$ cat src/rtl/vga_timing_gen.sv
// 640x480@60 VGA timing generator.
// Produces pixel coordinates, a visible-region flag, active-low syncs and
// line/frame pulses. The syncs are re-timed through a short delay line so
// they stay aligned with colour outputs from downstream pixel stages.
module vga_timing_gen #(
    parameter int H_VISIBLE  = 640,
    parameter int H_FP       = 16,
    parameter int H_SYNC     = 96,
    parameter int H_BP       = 48,
    parameter int V_VISIBLE  = 480,
    parameter int V_FP       = 10,
    parameter int V_SYNC     = 2,
    parameter int V_BP       = 33,
    parameter int SYNC_DELAY = 1,   // extra hs/vs register stages, 0..4
    parameter int FRAME_W    = 16
) (
    input  logic               vga_clk,
    input  logic               reset_n,
    input  logic               en,
    output logic [9:0]         DrawX,
    output logic [9:0]         DrawY,
    output logic               blank,
    output logic               hs,
    output logic               vs,
    output logic               line_start,
    output logic               frame_start,
    output logic [FRAME_W-1:0] frame_count
);

    localparam int H_TOTAL = H_VISIBLE + H_FP + H_SYNC + H_BP;
    localparam int V_TOTAL = V_VISIBLE + V_FP + V_SYNC + V_BP;

    localparam logic [9:0] H_LAST       = 10'(H_TOTAL - 1);
    localparam logic [9:0] V_LAST       = 10'(V_TOTAL - 1);
    localparam logic [9:0] H_VIS        = 10'(H_VISIBLE);
    localparam logic [9:0] V_VIS        = 10'(V_VISIBLE);
    localparam logic [9:0] H_SYNC_FIRST = 10'(H_VISIBLE + H_FP);
    localparam logic [9:0] H_SYNC_LAST  = 10'(H_VISIBLE + H_FP + H_SYNC - 1);
    localparam logic [9:0] V_SYNC_FIRST = 10'(V_VISIBLE + V_FP);
    localparam logic [9:0] V_SYNC_LAST  = 10'(V_VISIBLE + V_FP + V_SYNC - 1);

    logic [9:0]         hc_q, hc_d;
    logic [9:0]         vc_q, vc_d;
    logic               blank_q, blank_d;
    logic               hs_raw_q, hs_raw_d;
    logic               vs_raw_q, vs_raw_d;
    logic               line_start_q, line_start_d;
    logic               frame_start_q, frame_start_d;
    logic [FRAME_W-1:0] frame_count_q, frame_count_d;

    // Next-state counters and decodes; the decodes look at the next-state
    // counters so the registered flags line up with the registered coordinates.
    always_comb begin
        // NOTE: every signal written here gets a default first, so no path
        // leaves one unassigned and no latch is inferred.
        hc_d = hc_q;
        vc_d = vc_q;
        if (en) begin
            if (hc_q == H_LAST) begin
                hc_d = '0;
                vc_d = (vc_q == V_LAST) ? '0 : vc_q + 10'd1;
            end else begin
                hc_d = hc_q + 10'd1;
            end
        end

        // With en=0 the counters hold, so these decodes reproduce the held values.
        blank_d  = (hc_d < H_VIS) && (vc_d < V_VIS);
        hs_raw_d = !((hc_d >= H_SYNC_FIRST) && (hc_d <= H_SYNC_LAST));
        vs_raw_d = !((vc_d >= V_SYNC_FIRST) && (vc_d <= V_SYNC_LAST));

        line_start_d  = en && (hc_d == '0);
        frame_start_d = en && (hc_d == '0) && (vc_d == '0);

        frame_count_d = frame_count_q;
        if (frame_start_d) begin
            frame_count_d = frame_count_q + FRAME_W'(1);
        end
    end

    // Timing state registers with asynchronous reset to the last position of a frame.
    always_ff @(posedge vga_clk or negedge reset_n) begin
        if (!reset_n) begin
            hc_q          <= H_LAST;
            vc_q          <= V_LAST;
            blank_q       <= 1'b0;
            hs_raw_q      <= 1'b1;
            vs_raw_q      <= 1'b1;
            line_start_q  <= 1'b0;
            frame_start_q <= 1'b0;
            frame_count_q <= '0;
        end else begin
            // NOTE: non-blocking assignments keep every register sampling
            // pre-edge values, independent of statement order.
            hc_q          <= hc_d;
            vc_q          <= vc_d;
            blank_q       <= blank_d;
            hs_raw_q      <= hs_raw_d;
            vs_raw_q      <= vs_raw_d;
            line_start_q  <= line_start_d;
            frame_start_q <= frame_start_d;
            frame_count_q <= frame_count_d;
        end
    end

    generate
        if (SYNC_DELAY == 0) begin : g_no_delay
            assign hs = hs_raw_q;
            assign vs = vs_raw_q;
        end else begin : g_delay
            logic [SYNC_DELAY-1:0] hs_dly_q;
            logic [SYNC_DELAY-1:0] vs_dly_q;

            // Sync delay line; shifts only while timing advances so it freezes with the counters.
            always_ff @(posedge vga_clk or negedge reset_n) begin
                if (!reset_n) begin
                    // NOTE: the delay line is reset to the idle (high) sync level
                    // so no spurious sync pulse reaches the monitor after reset.
                    hs_dly_q <= '1;
                    vs_dly_q <= '1;
                end else if (en) begin
                    hs_dly_q[0] <= hs_raw_q;
                    vs_dly_q[0] <= vs_raw_q;
                    for (int i = 1; i < SYNC_DELAY; i++) begin
                        hs_dly_q[i] <= hs_dly_q[i-1];
                        vs_dly_q[i] <= vs_dly_q[i-1];
                    end
                end
            end

            assign hs = hs_dly_q[SYNC_DELAY-1];
            assign vs = vs_dly_q[SYNC_DELAY-1];
        end
    endgenerate

    assign DrawX       = hc_q;
    assign DrawY       = vc_q;
    assign blank       = blank_q;
    // Pulses are masked directly by en so they read 0 for as long as timing is held.
    assign line_start  = line_start_q && en;
    assign frame_start = frame_start_q && en;
    assign frame_count = frame_count_q;

endmodule

$ cat config.mk
export PLATFORM = sky130hd
export DESIGN_NAME = vga_timing_gen
export DESIGN_NICKNAME = d
export VERILOG_FILES = /design/src/rtl/vga_timing_gen.sv
export SDC_FILE = /design/constraint.sdc
export NUM_CORES = 1
export LEC_CHECK = 0
export CORE_ASPECT_RATIO = 1.5
export CORE_MARGIN = 2
export CORE_UTILIZATION = 47
export CTS_CLUSTER_SIZE = 40
export DETAILED_ROUTE_END_ITERATION = 6
export HOLD_SLACK_MARGIN = 0.06
export MAX_ROUTING_LAYER = met4
export PLACE_DENSITY = 0.77
export SETUP_SLACK_MARGIN = 0.3
export SLEW_MARGIN = 20
export SYNTH_ARGS = -nofsm -noshare
export SYNTH_HDL_FRONTEND = slang
export SYNTH_SLANG_ARGS = --single-unit
export TNS_END_PERCENT = 50
$ cat constraint.sdc
create_clock -name vga_clk -period 2.7 [get_ports vga_clk]
set_clock_uncertainty 0.1 [all_clocks]
set_input_delay 0.405 -clock vga_clk [delete_from_list [all_inputs] [get_ports vga_clk]]
set_output_delay 0.405 -clock vga_clk [all_outputs]
set_load 0.005 [all_outputs]
Word-level counts from Yosys, hierarchy flattened

Index checks and enable logic that the tools add are counted.

Add/subtract/negate cells: 3
$lt $le $gt $ge: 6
Eq/ne operators: 2
Multiplexer cells: 5
Reductions and logical operators: 11

Operators with widths:

| operator                                                                             | number |
|---|---|
| 10-bit 2-to-1 mux                                                                    | 5 |
| 10-bit by 1-bit adder with 10-bit output, second input constant                      | 2 |
| 10-bit equality test, second input constant                                          | 2 |
| 10-bit zero test                                                                     | 2 |
| 16-bit by 1-bit adder with 16-bit output, second input constant                      | 1 |
| 10-bit greater-or-equal comparator, second input constant                            | 1 |
| 10-bit by 9-bit greater-or-equal comparator with 1-bit output, second input constant | 1 |
| 10-bit <= comparator, second input constant                                          | 1 |
| 10-bit by 9-bit <= comparator with 1-bit output, second input constant               | 1 |
| 10-bit < comparator, second input constant                                           | 1 |
| 10-bit by 9-bit < comparator with 1-bit output, second input constant                | 1 |
| 1-bit logical AND                                                                    | 7 |
| 1-bit zero test                                                                      | 2 |

Register bits after elaboration: 43
Input bits: 3
Logic and storage cells: 37

Longest topological paths before layout

Gate-level depths: netlist of run 1.

Depth in word-level cells: 7
Gate-level depth with buffers: 11

Worst setup path after synthesis of run 1

OpenSTA, ideal clock, no wires.

Path kind: reg2reg
Start point: reg hc_q[0], in the netlist DrawX[0]
End point: reg frame_count_q[5], in the netlist frame_count[5]
Arrival time: 2.604 ns
Setup slack: -0.135 ns
Cell stages (with the launch flop): 11
Path buffers: 2
Cell sequence: dfstp_2 -> ha_1 -> and4_1 -> buf_2 -> nand4_1 -> nor3_2 -> mux2i_1 -> nor4_4 -> buf_4 -> nand3_2 -> xnor2_1

Longest elaborated chain between the ends: 6
Elaborated cells between the ends (all ways): 10
Classes of those cells: 1 x add/sub; 1 x eq/ne; 4 x mux; 4 x reduce/logical

RTL lines:

| item                                                                             | RTL line | RTL |
|---|---|---|
| start: declaration                                                               | 42       | `logic [9:0] hc_q, hc_d;` |
| start signal: assignment                                                         | 84       | `hc_q <= H_LAST;` |
| start signal: assignment                                                         | 95       | `hc_q <= hc_d;` |
| 10-bit by 1-bit adder with 10-bit output or 10-bit equality test (tied branches) | 63, 59   |  |
| 10-bit 2-to-1 mux                                                                | 59       | `if (hc_q == H_LAST) begin` |
| 10-bit 2-to-1 mux                                                                | 58       | `if (en) begin` |
| 10-bit zero test                                                                 | 73       | `frame_start_d = en && (hc_d == '0) && (vc_d == '0);` |
| 1-bit logical AND                                                                | 73       |  |
| 1-bit logical AND *                                                              | 73       |  |
| end signal: assignment                                                           | 102      | `frame_count_q <= frame_count_d;` |
| end: declaration                                                                 | 49       | `logic [FRAME_W-1:0] frame_count_q, frame_count_d;` |

Mark *: on every way between the ends. The rest lies on a longest branch, timed or not.
A chain may end at the register's enable or synchronous reset.

Final worst setup path of run 1

Start point: reg vc_q[4], in the netlist DrawY[4]
End point: reg frame_count_q[6], in the netlist frame_count[6]

Longest elaborated chain between the ends: 6
Elaborated cells between the ends (all ways): 7
Classes of those cells: 1 x add/sub; 1 x eq/ne; 3 x mux; 2 x reduce/logical

RTL lines:

| item                                                                             | RTL line | RTL |
|---|---|---|
| start: declaration                                                               | 43       | `logic [9:0] vc_q, vc_d;` |
| start signal: assignment                                                         | 96       | `vc_q <= vc_d;` |
| 10-bit by 1-bit adder with 10-bit output or 10-bit equality test (tied branches) | 61       | `vc_d = (vc_q == V_LAST) ? '0 : vc_q + 10'd1;` |
| 10-bit 2-to-1 mux                                                                | 61       |  |
| 10-bit 2-to-1 mux                                                                | 59       |  |
| 10-bit 2-to-1 mux *                                                              | 58       |  |
| 10-bit zero test *                                                               | 73       |  |
| 1-bit logical AND *                                                              | 73       |  |

Marks and branches as above.

==> results by group, run 1 <==
Outcome
  • Status: finished, final reports clean

Clocking
  • Inserted Clock Buffers: 5
  • TritonCTS clock tree: built
  • Hold buffers post-CTS: 0
  • Worst-Skew Late Latency: roughly 0.3 ns
  • Clock Path Buffers: 2
  • Clock slew at reported path FFs: roughly 0.090 ns
  • Clk root buf: clkbuf_8
  • Clock sinks: 43
  • Clock H-tree levels: 2

Layout
  • Final Net Count: about 330
  • Ant. Diodes: 0
  • Commonest non-fill, non-tap cell in the layout: clkdlybuf4s50_1
  • Layout cells sized above 1: 0.341
  • Area growth syn-to-layout: 43.3%
  • Utilization after layout: 0.687
  • Highest-count cells in the layout ignoring fill and taps: clkdlybuf4s50_1, buf_4, dfrtp_1, xnor2_1, nand2_1

Global routing
  • Grt total ovfl: 0
  • Vias in the first global route: 2122
  • Global-route wire length before repair: 9890 um
  • Total GRT Usage: 0.222
  • Largest net degree at the start of global routing: 44
  • Initial antenna violation count: 0

Logic synthesis
  • Synthesis-stage register bit count: 43
  • Mux contribution to synthesized area: 0.0180
  • Yosys warning total: 0
  • Post-synthesis xor/xnor area fraction: 0.104
  • Compound-Gate Fraction of Synth Area: 0.0775
  • Fraction of the yosys area taken by sequential cells: 0.448
  • Mean post-synth cell area: approximately 10 um2
  • Post-synthesis simple-gate area fraction: 0.290
  • Main combinational cell family by area after synthesis: simple AND/OR/NAND/NOR gates
  • Synthesized instance count: approximately 240
  • Adder-cell share of the synthesized area: 0.0205
  • EDFF count, synth: 0
  • Post-synthesis cell area: roughly 0.0024 mm2
  • Synth Net Count: approximately 250
  • Ys flop type: dfrtp_1
  • Synth cell types: between 50 and 60
  • FFs w/ async S/R, synth: 1.00

Floorplanning
  • IO Pins: 44
  • Placeable Area: 0.00508 mm2
  • Total die area: 0.00579 mm2
  • Number of core rows: 32
  • Initial Utilization: 0.480
  • Die Wd: approximately 63 um
  • Die Y: ~92 um

Power and ir drop
  • Power per cell area: 469 mW/mm2
  • Total power draw: 1.64 mW
  • Combinational share of power: 0.221
  • Sequential Power Share: 0.462
  • Clock power share: 0.317
  • Psw: between 400 and 500 uW
  • Cell leakage power: 1.46 nW
  • Switching Share: 0.278
  • Power Internal: 1.18 mW
  • Worst vdd ir: 0.401 mV

Setup path
  • Worst reg2reg path endpoint: frame_count[6]$_DFFE_PN0P_
  • R2R Setup Slk: 0.01 ns
  • Worst r2r path cells: 9
  • RR Startpoint: DrawY[4]$_DFF_PN0_
  • Worst path arrival time: between 2 and 3 ns
  • Crit path kind: reg -> reg
  • Worst path required time: between 2 and 3 ns
  • CP Launch Type: flip-flop
  • Crit end category: flip-flop
  • Crit path max fanout: 4

Hold path
  • Hold WC Path Type: in -> async

Route
  • Drt wl/cell: between 15 and 20 um
  • DR pass1 iterations: 4
  • Vias per cell: around 5.5
  • Starting DRC count in detailed routing: 130
  • Vias: approximately 2200
  • Routed WL: 6060 um
  • Post-DRT Antenna Nets: 0
  • DR DRC count: 0

STA
  • Final hold slack: 0.136 ns
  • Slew Limit Fails: 0
  • Final Hold Viols: 0
  • Final period utilization: 0.996
  • Fmax: 372 MHz
  • Least-Margin Pin Slew: 0.940 ns
  • Final setup violation count: 0
  • Final Critical Period: approximately 2.7 ns
  • Slew HR: 0.373
  • RSZ-0062 raised after global routing: yes

Placed design
  • GP Congestion: a little under 0.9
  • DP HPWL: ~4200 um
  • PortBufs: 43

Job
  • MaxCap Viol Count: 0
## logic make-up after synthesis
family,count (synthesis)
compound gates,30
xor+xnor,29
fa+ha+maj,4
buf+inv,21
flops,43
mux,4
simple gates,107
## critical path: stages (launching register included)
cell and delay (ns):
dfrtp_1 0.38, or4_4 0.55, nor4_4 0.19, buf_4 0.19, o21ai_2 0.05, a221o_1 0.37, nor3b_4 0.30, buf_4 0.17
nand4_1 0.12, xnor2_1 0.16
## synth_stat cells, types with 5 or more instances
cell type / n / area share
nand4_1: 10 / 0.026
o21ai_0: 13 / 0.027
and3_1: 13 / 0.033
clkbuf_1: 5 / 0.0077
nand2_1: 15 / 0.023
nor2_1: 12 / 0.018
nand3_1: 11 / 0.023
nand3_2: 10 / 0.041
dfrtp_1: 29 / 0.30
inv_1: 10 / 0.015
xor2_1: 5 / 0.018
dfstp_2: 14 / 0.15
xnor2_1: 24 / 0.086
nor3_1: 5 / 0.010
## final cells by class
class	instances	area (um2)
fill	387	1590
multi-input combinational	174	1380
sequential	43	1090
timing repair buffer	88	785
tap	68	85.1
clock buffer	5	68.8
clock inverter	3	43.8
inverter	10	37.5
## metal layers
metal / part of all wire / track usage
met2: 0.55 / 0.394
met4: 0.022 / 0.0870
met5: 0 / -
met3: 0.036 / 0.0331
met1: 0.39 / 0.249
## registers in the layout (all words and copies together), names as in the netlist
name,flops
line_start_q,1
hs_raw_q,1
DrawX,10
frame_start_q,1
hs,1
vs_raw_q,1
vs,1
frame_count,16
DrawY,10
blank,1
## metrics by stage
step	TNS (ns)	std cells	cell area [um2]	setup slack, ns
2_1_floorplan	-0.281	238	2460	-0.0442
3_3_place_gp	-1.64	378	3200	-0.158
3_5_place_dp	-2.58	378	3200	-0.212
4_1_cts	0	388	3360	0.0634
5_1_grt	-1.03	391	3490	-0.113
6_report	0	391	3490	0.0110
## worst max-delay path by stage
stage	start	end	slack [ns]	depth (start not counted)
after floorplan	DrawX[1]$_DFF_PN1_	frame_count[1]$_DFFE_PN0P_	-0.04	10
after global placement	en	hs_raw_q$_DFF_PN1_	-0.16	8
after detailed placement	en	hs_raw_q$_DFF_PN1_	-0.21	8
after CTS	DrawX[0]$_DFF_PN1_	frame_count[10]$_DFFE_PN0P_	0.06	11
after global routing	DrawY[4]$_DFF_PN0_	frame_count[6]$_DFFE_PN0P_	-0.11	9
final	DrawY[4]$_DFF_PN0_	frame_count[6]$_DFFE_PN0P_	0.01	9
## power by group through the flow
stage | registers, mW | clock network (mW) | logic [mW]
floorplan | 0.769 | 0 | 0.149
finish | 0.756 | 0.519 | 0.363
CTS | 0.752 | 0.524 | 0.361
global route | 0.762 | 0.566 | 0.399
global placement | 0.762 | 0 | 0.351
detailed placement | 0.761 | 0 | 0.359
## timing repair
| item | CTS | global route |
|---|---|---|
| gates resized for setup | 11 | 22 |
| pin swaps | 18 | 23 |
| setup endpoints to repair | 20 | 22 |
| buffers inserted | 2 | 3 |
(Power assumes the default switching activity.)
==> inputs of run 2 (changes only) <==
--- a/config.mk
+++ b/config.mk
@@ -6,15 +6,15 @@
 export NUM_CORES = 1
 export LEC_CHECK = 0
 export CORE_ASPECT_RATIO = 1.5
-export CORE_MARGIN = 2
+export CORE_MARGIN = 3
 export CORE_UTILIZATION = 47
 export CTS_CLUSTER_SIZE = 40
 export DETAILED_ROUTE_END_ITERATION = 6
 export HOLD_SLACK_MARGIN = 0.06
 export MAX_ROUTING_LAYER = met4
 export PLACE_DENSITY = 0.77
+export RECOVER_POWER = 100
 export SETUP_SLACK_MARGIN = 0.3
-export SLEW_MARGIN = 20
 export SYNTH_ARGS = -nofsm -noshare
 export SYNTH_HDL_FRONTEND = slang
 export SYNTH_SLANG_ARGS = --single-unit
==> run 2 against run 1 <==
Compared with the run above:
- the run now ends with capacitance limit, slew limit left
- critical path depth rose by 2
- register-to-register slack improved by 0.06 ns
- routed wire length grew 9.3%
- final cell count increased by 1.5%
- global-route usage increased by 0.45 points
- die area up 5.4%
- sequential cell count did not move
- core utilization grew 4.5 points
==> results by group, run 2 (synthesized netlist as in run 1, its figures left out) <==
Route
  • Vias: 2236 (+3.4%)
  • Routed WL: 6630 um (+9.3%)
  • DR DRC count: 0 (unchanged)
  • Drt wl/cell: 16.7 um (+7.6%)
  • Vias per cell: 5.63 (+1.8%)
  • Post-DRT Antenna Nets: 0 (unchanged)
  • DR pass1 iterations: 6 (+2)
  • Starting DRC count in detailed routing: 115 (-12%)

Layout
  • Fillcell total: 333 (-14%)
  • Area growth syn-to-layout: 47.8%
  • Commonest non-fill, non-tap cell in the layout: buf_4
  • Max reg flops: 16 (unchanged)
  • Design area: 0.00360 mm2 (+3.2%)
  • Final Net Count: 337 (+2.4%)
  • Highest-count cells in the layout ignoring fill and taps: buf_4, clkdlybuf4s50_1, dfrtp_1, xnor2_1, nand2_1
  • Layout cells sized above 1: 0.344 (+0.00385)
  • Ant. Diodes: 0 (unchanged)

Placed design
  • DP HPWL: 4180 um (+0.55%)
  • PortBufs: 43 (unchanged)
  • GP Congestion: 0.916 (+4.6%)
  • Dpl cell area: 0.00319 mm2 (-0.47%)

Clocking
  • TritonCTS clock tree: built
  • Clk root buf: clkbuf_8
  • Clock Path Buffers: 2 (unchanged)
  • Worst-Skew Late Latency: 0.30 ns (about the same)
  • Hold buffers post-CTS: 0 (unchanged)
  • Clock sinks: 43 (unchanged)
  • Clock H-tree levels: 2 (unchanged)
  • Clock slew at reported path FFs: 0.09 ns (about the same)
  • Inserted Clock Buffers: 5 (unchanged)

Power and ir drop
  • Cell leakage power: 1.47 nW (+0.15%)
  • Total power draw: 1.64 mW (about the same)
  • Power per cell area: 455 mW/mm2 (-3.0%)
  • Worst vdd ir: 0.457 mV (+14%)

Global routing
  • Grt total ovfl: 0 (unchanged)
  • Largest net degree at the start of global routing: 44 (unchanged)
  • Total GRT Usage: 0.226 (+0.00445)
  • Global-route wire length before repair: 10400 um (+5.0%)
  • Initial antenna violation count: 0 (unchanged)
  • Vias in the first global route: 2205 (+3.9%)

Floorplanning
  • Die Y: 94.2 um (+2.2%)
  • Number of core rows: 31 (-3.1%)
  • IO Pins: 44 (unchanged)
  • Total die area: 0.00611 mm2 (+5.4%)
  • Initial Utilization: 0.495 (+0.0155)
  • Placeable Area: 0.00493 mm2 (-3.1%)
  • Die Wd: 64.8 um (+3.2%)

Outcome
  • Failing checks: capacitance limit, slew limit
  • Status: finished, violations left

Setup path
  • Crit path max fanout: 8 (+4)
  • Crit end category: flip-flop
  • Worst path arrival time: 2.73 ns (-0.05 ns)
  • Worst path required time: 2.78 ns (about the same)
  • CP Launch Type: input pin
  • Crit path kind: in -> reg

STA
  • Least-Margin Pin Slew: 2.27 ns (+1.33 ns)
  • Fmax: 378 MHz (+1.6%)
  • RSZ-0062 raised after global routing: yes
  • Final Critical Period: 2.65 ns (-0.0415 ns)
  • Final setup violation count: 0 (unchanged)
  • Final period utilization: 0.981 (-0.0154)
  • Slew HR: -0.515 (-0.888)
  • Final Hold Viols: 0 (unchanged)
  • Slew Limit Fails: 44 (+44)

Hold path
  • Hold WC Path Type: reg -> reg

Job
  • MaxCap Viol Count: 1 (+1)
run 2: changes by cell type in the layout (fill, tap and decap cells not counted), sizes merged:
cell | previous run | this run
buf | 46 | 52
dlymetal6s2s | 1 | 0
clkbuf | 5 | 7
clkdlybuf4s50 | 41 | 42
run 2: worst paths after layout:
path,startpoint,endpoint,slack (ns),cells after the start
hold / removal,frame_count[10]$_DFFE_PN0P_,frame_count[10]$_DFFE_PN0P_,0.39,1
min in group asynchronous,reset_n,frame_count[13]$_DFFE_PN0P_,0.67,1
hold reg to reg,frame_count[10]$_DFFE_PN0P_,frame_count[10]$_DFFE_PN0P_,0.39,1
max in group asynchronous,reset_n,DrawY[5]$_DFF_PN0_,0.53,1
setup / recovery,en,frame_count[8]$_DFFE_PN0P_,0.05,11
setup reg to reg,DrawX[0]$_DFF_PN1_,frame_count[8]$_DFFE_PN0P_,0.07,11
run 2: critical path: stages:
cell             delay (ns)
clkdlybuf4s50_1        0.57
buf_4                  0.19
buf_4                  0.13
nand4_1                0.13
xor2_1                 0.25
nand4b_1               0.20
nor4_4                 0.28
buf_4                  0.18
buf_12                 0.12
nand4_1                0.10
xnor2_1                0.16
run 2: routing by layer:
metal  global-route usage  part of all wire  up-vias
met3               0.0371             0.043       18
met4               0.0794             0.029        0
met2                0.408              0.55       79
li1                     -                 -     1036
met5                    -                 0        -
met1                0.248              0.38     1103
run 2: repair_timing:
item                       in CTS  in global routing
setup endpoints to repair      21                 22
resized for setup              11                 19
buffers inserted               12                  4
pin swaps                      12                 15
gates cloned                    2                  0
run 2: area by class of cell:
class / count / area [um2] / share of cell area
multi-input combinational: 174 / 1390 / 0.385
sequential: 43 / 1090 / 0.303
timing repair buffer: 96 / 892 / 0.247
tap: 66 / 82.6 / 0.0229
clock buffer: 5 / 68.8 / 0.0191
clock inverter: 3 / 43.8 / 0.0121
inverter: 10 / 37.5 / 0.0104
run 2: per-stage QoR:
step	std cells	hold WS [ns]	setup WS, ns	util	TNS (ns)
6_report	397	0.392	0.0525	0.732	0
5_1_grt	397	0.416	-0.120	0.732	-1.18
4_1_cts	393	0.177	0.00218	0.707	0
3_5_place_dp	371	0.365	-0.257	0.647	-2.99
3_3_place_gp	371	0.362	-0.140	0.647	-1.39
2_1_floorplan	238	0.00941	-0.0442	-	-0.281
run 2: report_power, final:
| part | leakage [nW] | internal (mW) | switching, mW |
|---|---|---|---|
| logic | 0.879 | 0.203 | 0.179 |
| clock network | 0.0581 | 0.276 | 0.230 |
| registers | 0.530 | 0.706 | 0.0458 |
==> inputs of run 3 (changes only) <==
--- a/config.mk
+++ b/config.mk
@@ -5,9 +5,10 @@
 export SDC_FILE = /design/constraint.sdc
 export NUM_CORES = 1
 export LEC_CHECK = 0
+export ABC_AREA = 1
 export CORE_ASPECT_RATIO = 1.5
 export CORE_MARGIN = 3
-export CORE_UTILIZATION = 47
+export CORE_UTILIZATION = 48
 export CTS_CLUSTER_SIZE = 40
 export DETAILED_ROUTE_END_ITERATION = 6
 export HOLD_SLACK_MARGIN = 0.06
==> run 3 against run 2 <==
Compared with the run above:
- the flow still finishes with violations (capacitance limit, slew limit)
- total power is 28% higher
- die area rose by 7.7%
- non-clock buffer count shrank 37
- worst hold slack got worse by 0.021 ns
- synthesized cell count is 53% higher
- combinational power rose by 91%
- critical endpoint is now frame_count[6]$_DFFE_PN0P_
- largest cell class unchanged
==> results by group, run 3 <==
Setup path
  • Crit end category: flip-flop
  • Crit path kind: reg -> reg
  • Worst path required time: 2.83 ns (+0.05 ns)
  • RR Startpoint: DrawX[1]$_DFF_PN1_
  • Worst r2r path cells: 14 (+3)
  • Worst path arrival time: 2.52 ns (-0.21 ns)
  • R2R Setup Slk: 0.32 ns (+0.25 ns)
  • CP Launch Type: flip-flop
  • Worst reg2reg path endpoint: frame_count[6]$_DFFE_PN0P_
  • Crit path max fanout: 17 (+9)

Hold path
  • Hold Crit Start: hs_raw_q$_DFF_PN1_
  • Hold Path Stages: 2 (+1)
  • Hold path endpoint: hs$_DFFE_PN1P_
  • Hold WC Path Type: reg -> reg

STA
  • Final worst setup slack: 0.316 ns (+0.264 ns)
  • Final setup violation count: 0 (unchanged)
  • Slew Limit Fails: 44 (unchanged)
  • Least-Margin Pin Slew: 2.19 ns (-0.0822 ns)
  • Setup TNS: 0 ns (unchanged)
  • Final Hold Viols: 0 (unchanged)
  • Final Critical Period: 2.38 ns (-0.264 ns)
  • Fmax: 420 MHz (+11%)
  • Final period utilization: 0.883 (-0.0977)
  • Slew HR: -0.460 (+0.0548)
  • RSZ-0062 raised after global routing: yes

Floorplanning
  • Die Wd: 67.2 um (+3.7%)
  • Die Y: 97.8 um (+3.8%)
  • Placeable Area: 0.00529 mm2 (+7.3%)
  • Total die area: 0.00657 mm2 (+7.7%)
  • IO Pins: 44 (unchanged)
  • Number of core rows: 32 (+3.2%)
  • Initial Utilization: 0.510 (+0.0154)

Logic synthesis
  • Yosys top cell area share: 0.269 (-0.0286)
  • Synthesized instance count: 364 (+53%)
  • Fraction of the yosys area taken by sequential cells: 0.405 (-0.0431)
  • Post-synthesis cell area: 0.00270 mm2 (+11%)
  • Most frequent cell after synthesis: nand2_1
  • Yosys warning total: 0 (unchanged)
  • Ys flop type: dfrtp_1
  • Top cell type by total area after synthesis: dfrtp_1
  • Synth Net Count: 371 (+51%)
  • FFs w/ async S/R, synth: 1.00 (unchanged)
  • EDFF count, synth: 0 (unchanged)
  • Mean post-synth cell area: 7.41 um2 (-28%)
  • Synth area leaders: dfrtp_1, nand2_1, dfstp_2
  • Synthesis-stage register bit count: 43 (unchanged)
  • Synth cell types: 32 (-38%)
  • Top cells by count, synth: nand2_1, inv_1, nand3_1

Power and ir drop
  • Cell leakage power: 1.73 nW (+18%)
  • Combinational share of power: 0.350 (+0.117)
  • Clock power share: 0.234 (-0.074)
  • Worst vdd ir: 0.370 mV (-19%)
  • Psw: 728 uW (+60%)
  • Power per cell area: 595 mW/mm2 (+31%)
  • Power Internal: 1.36 mW (+15%)
  • Switching Share: 0.348 (+0.0707)
  • Total power draw: 2.09 mW (+28%)
  • Sequential Power Share: 0.416 (-0.043)

Route
  • Vias per cell: 5.15 (-8.6%)
  • DR pass1 iterations: 4 (-2)
  • Drt wl/cell: 13.3 um (-20%)
  • Vias: 2547 (+14%)
  • Routed WL: 6570 um (-0.80%)
  • DR DRC count: 0 (unchanged)
  • Post-DRT Antenna Nets: 0 (unchanged)
  • Starting DRC count in detailed routing: 121 (+5.2%)

Clocking
  • Clock sinks: 43 (unchanged)
  • Hold buffers post-CTS: 0 (unchanged)
  • Clock H-tree levels: 2 (unchanged)
  • Clk root buf: clkbuf_8
  • Inserted Clock Buffers: 5 (unchanged)
  • TritonCTS clock tree: built
  • Worst-Skew Late Latency: 0.29 ns (about the same)
  • Clock slew at reported path FFs: 0.08 ns (about the same)
  • Clock Path Buffers: 2 (unchanged)

Layout
  • Ant. Diodes: 0 (unchanged)
  • Area growth syn-to-layout: 30.2%
  • Fin cells: 495 (+25%)
  • Design area: 0.00351 mm2 (-2.5%)
  • Highest-count cells in the layout ignoring fill and taps: nand2_1, inv_1, nand3_1, nor2_1, dfrtp_1
  • Final Net Count: 433 (+28%)
  • Commonest non-fill, non-tap cell in the layout: nand2_1
  • Layout cells sized above 1: 0.173 (-0.171)
  • Fillcell total: 470 (+41%)
  • Max reg flops: 16 (unchanged)

Placed design
  • PortBufs: 43 (unchanged)
  • Placed instance count: 474 (+28%)
  • Pre-CTS WS: -0.0555 ns (+0.202 ns)
  • Dpl cell area: 0.00320 mm2 (+0.39%)
  • GP Congestion: 0.883 (-3.6%)
  • DP HPWL: 4690 um (+12%)

Outcome
  • Failing checks: capacitance limit, slew limit
  • Status: finished, violations left

Global routing
  • Largest net degree at the start of global routing: 44 (unchanged)
  • Global-route wire length before repair: 11500 um (+10%)
  • Total GRT Usage: 0.227 (+0.000810)
  • Grt total ovfl: 0 (unchanged)
  • Initial antenna violation count: 0 (unchanged)
  • Vias in the first global route: 2565 (+16%)

Job
  • MaxCap Viol Count: 1 (unchanged)
-- run 3: worst max-delay path by stage --
stage / from / end
floorplan: DrawX[0]$_DFF_PN1_ / frame_count[8]$_DFFE_PN0P_
global placement: en / frame_count[1]$_DFFE_PN0P_
detailed placement: en / frame_count[14]$_DFFE_PN0P_
CTS: DrawX[1]$_DFF_PN1_ / frame_count[15]$_DFFE_PN0P_
global route: DrawX[1]$_DFF_PN1_ / frame_count[0]$_DFFE_PN0P_
finish: DrawX[1]$_DFF_PN1_ / frame_count[6]$_DFFE_PN0P_
-- run 3: final cells by class --
| cell class | count | area [um2] | area share |
|---|---|---|---|
| timing repair buffer | 59 | 573 | 0.163 |
| tap | 68 | 85.1 | 0.0242 |
| inverter | 53 | 199 | 0.0566 |
| clock buffer | 7 | 76.3 | 0.0217 |
| multi-input combinational | 264 | 1460 | 0.415 |
| sequential | 43 | 1090 | 0.311 |
| clock inverter | 1 | 30.0 | 0.00855 |
-- run 3: repair_timing --
item	4_1_cts	5_1_grt
setup buffers	6	5
resized for setup	19	9
cloned	1	1
pin swaps	18	7
endpoints found under the setup margin	17	18
-- run 3: metrics by stage --
step | hold slack [ns] | util
2_1_floorplan | 0.00941 | -
3_3_place_gp | 0.351 | 0.605
3_5_place_dp | 0.364 | 0.605
4_1_cts | 0.177 | 0.653
5_1_grt | 0.395 | 0.665
6_report | 0.371 | 0.665
-- run 3: critical path, stage by stage, from the launching register on --
cell and delay (ns):
dfstp_1 0.58, ha_4 0.17, nand2_4 0.06, nor2_8 0.15, inv_1 0.13, nor2_4 0.21
nand2_2 0.12, nand3_2 0.13, nand2_1 0.06, nor2_1 0.09, nand2_1 0.09, nor2_4 0.13
buf_12 0.15, nand3_1 0.08, nand2_1 0.07
-- run 3: cells by family (layout without fill, tap and decap cells) --
kind of cell	after synthesis	after routing	share of synthesized area
compound gates	11	11	0.0237
xor+xnor	15	15	0.0487
fa+ha+maj	4	4	0.0186
buf+inv	58	120	0.0881
flops	43	43	0.405
simple gates	233	234	0.416
-- run 3: per-layer routing --
layer | vias to the layer above | share of wire | global-route usage
met4 | 0 | 0.021 | 0.0750
met2 | 58 | 0.53 | 0.382
met1 | 1207 | 0.41 | 0.275
li1 | 1271 | - | -
met3 | 11 | 0.033 | 0.0299
met5 | - | 0 | -
-- run 3: power groups by stage --
stage | clock network [mW] | registers (mW) | logic, mW
after CTS | 0.493 | 0.872 | 0.741
after global routing | 0.528 | 0.887 | 0.826
after global placement | 0 | 0.884 | 0.627
after detailed placement | 0 | 0.887 | 0.642
final | 0.489 | 0.870 | 0.731
after floorplan | 0 | 0.878 | 0.385
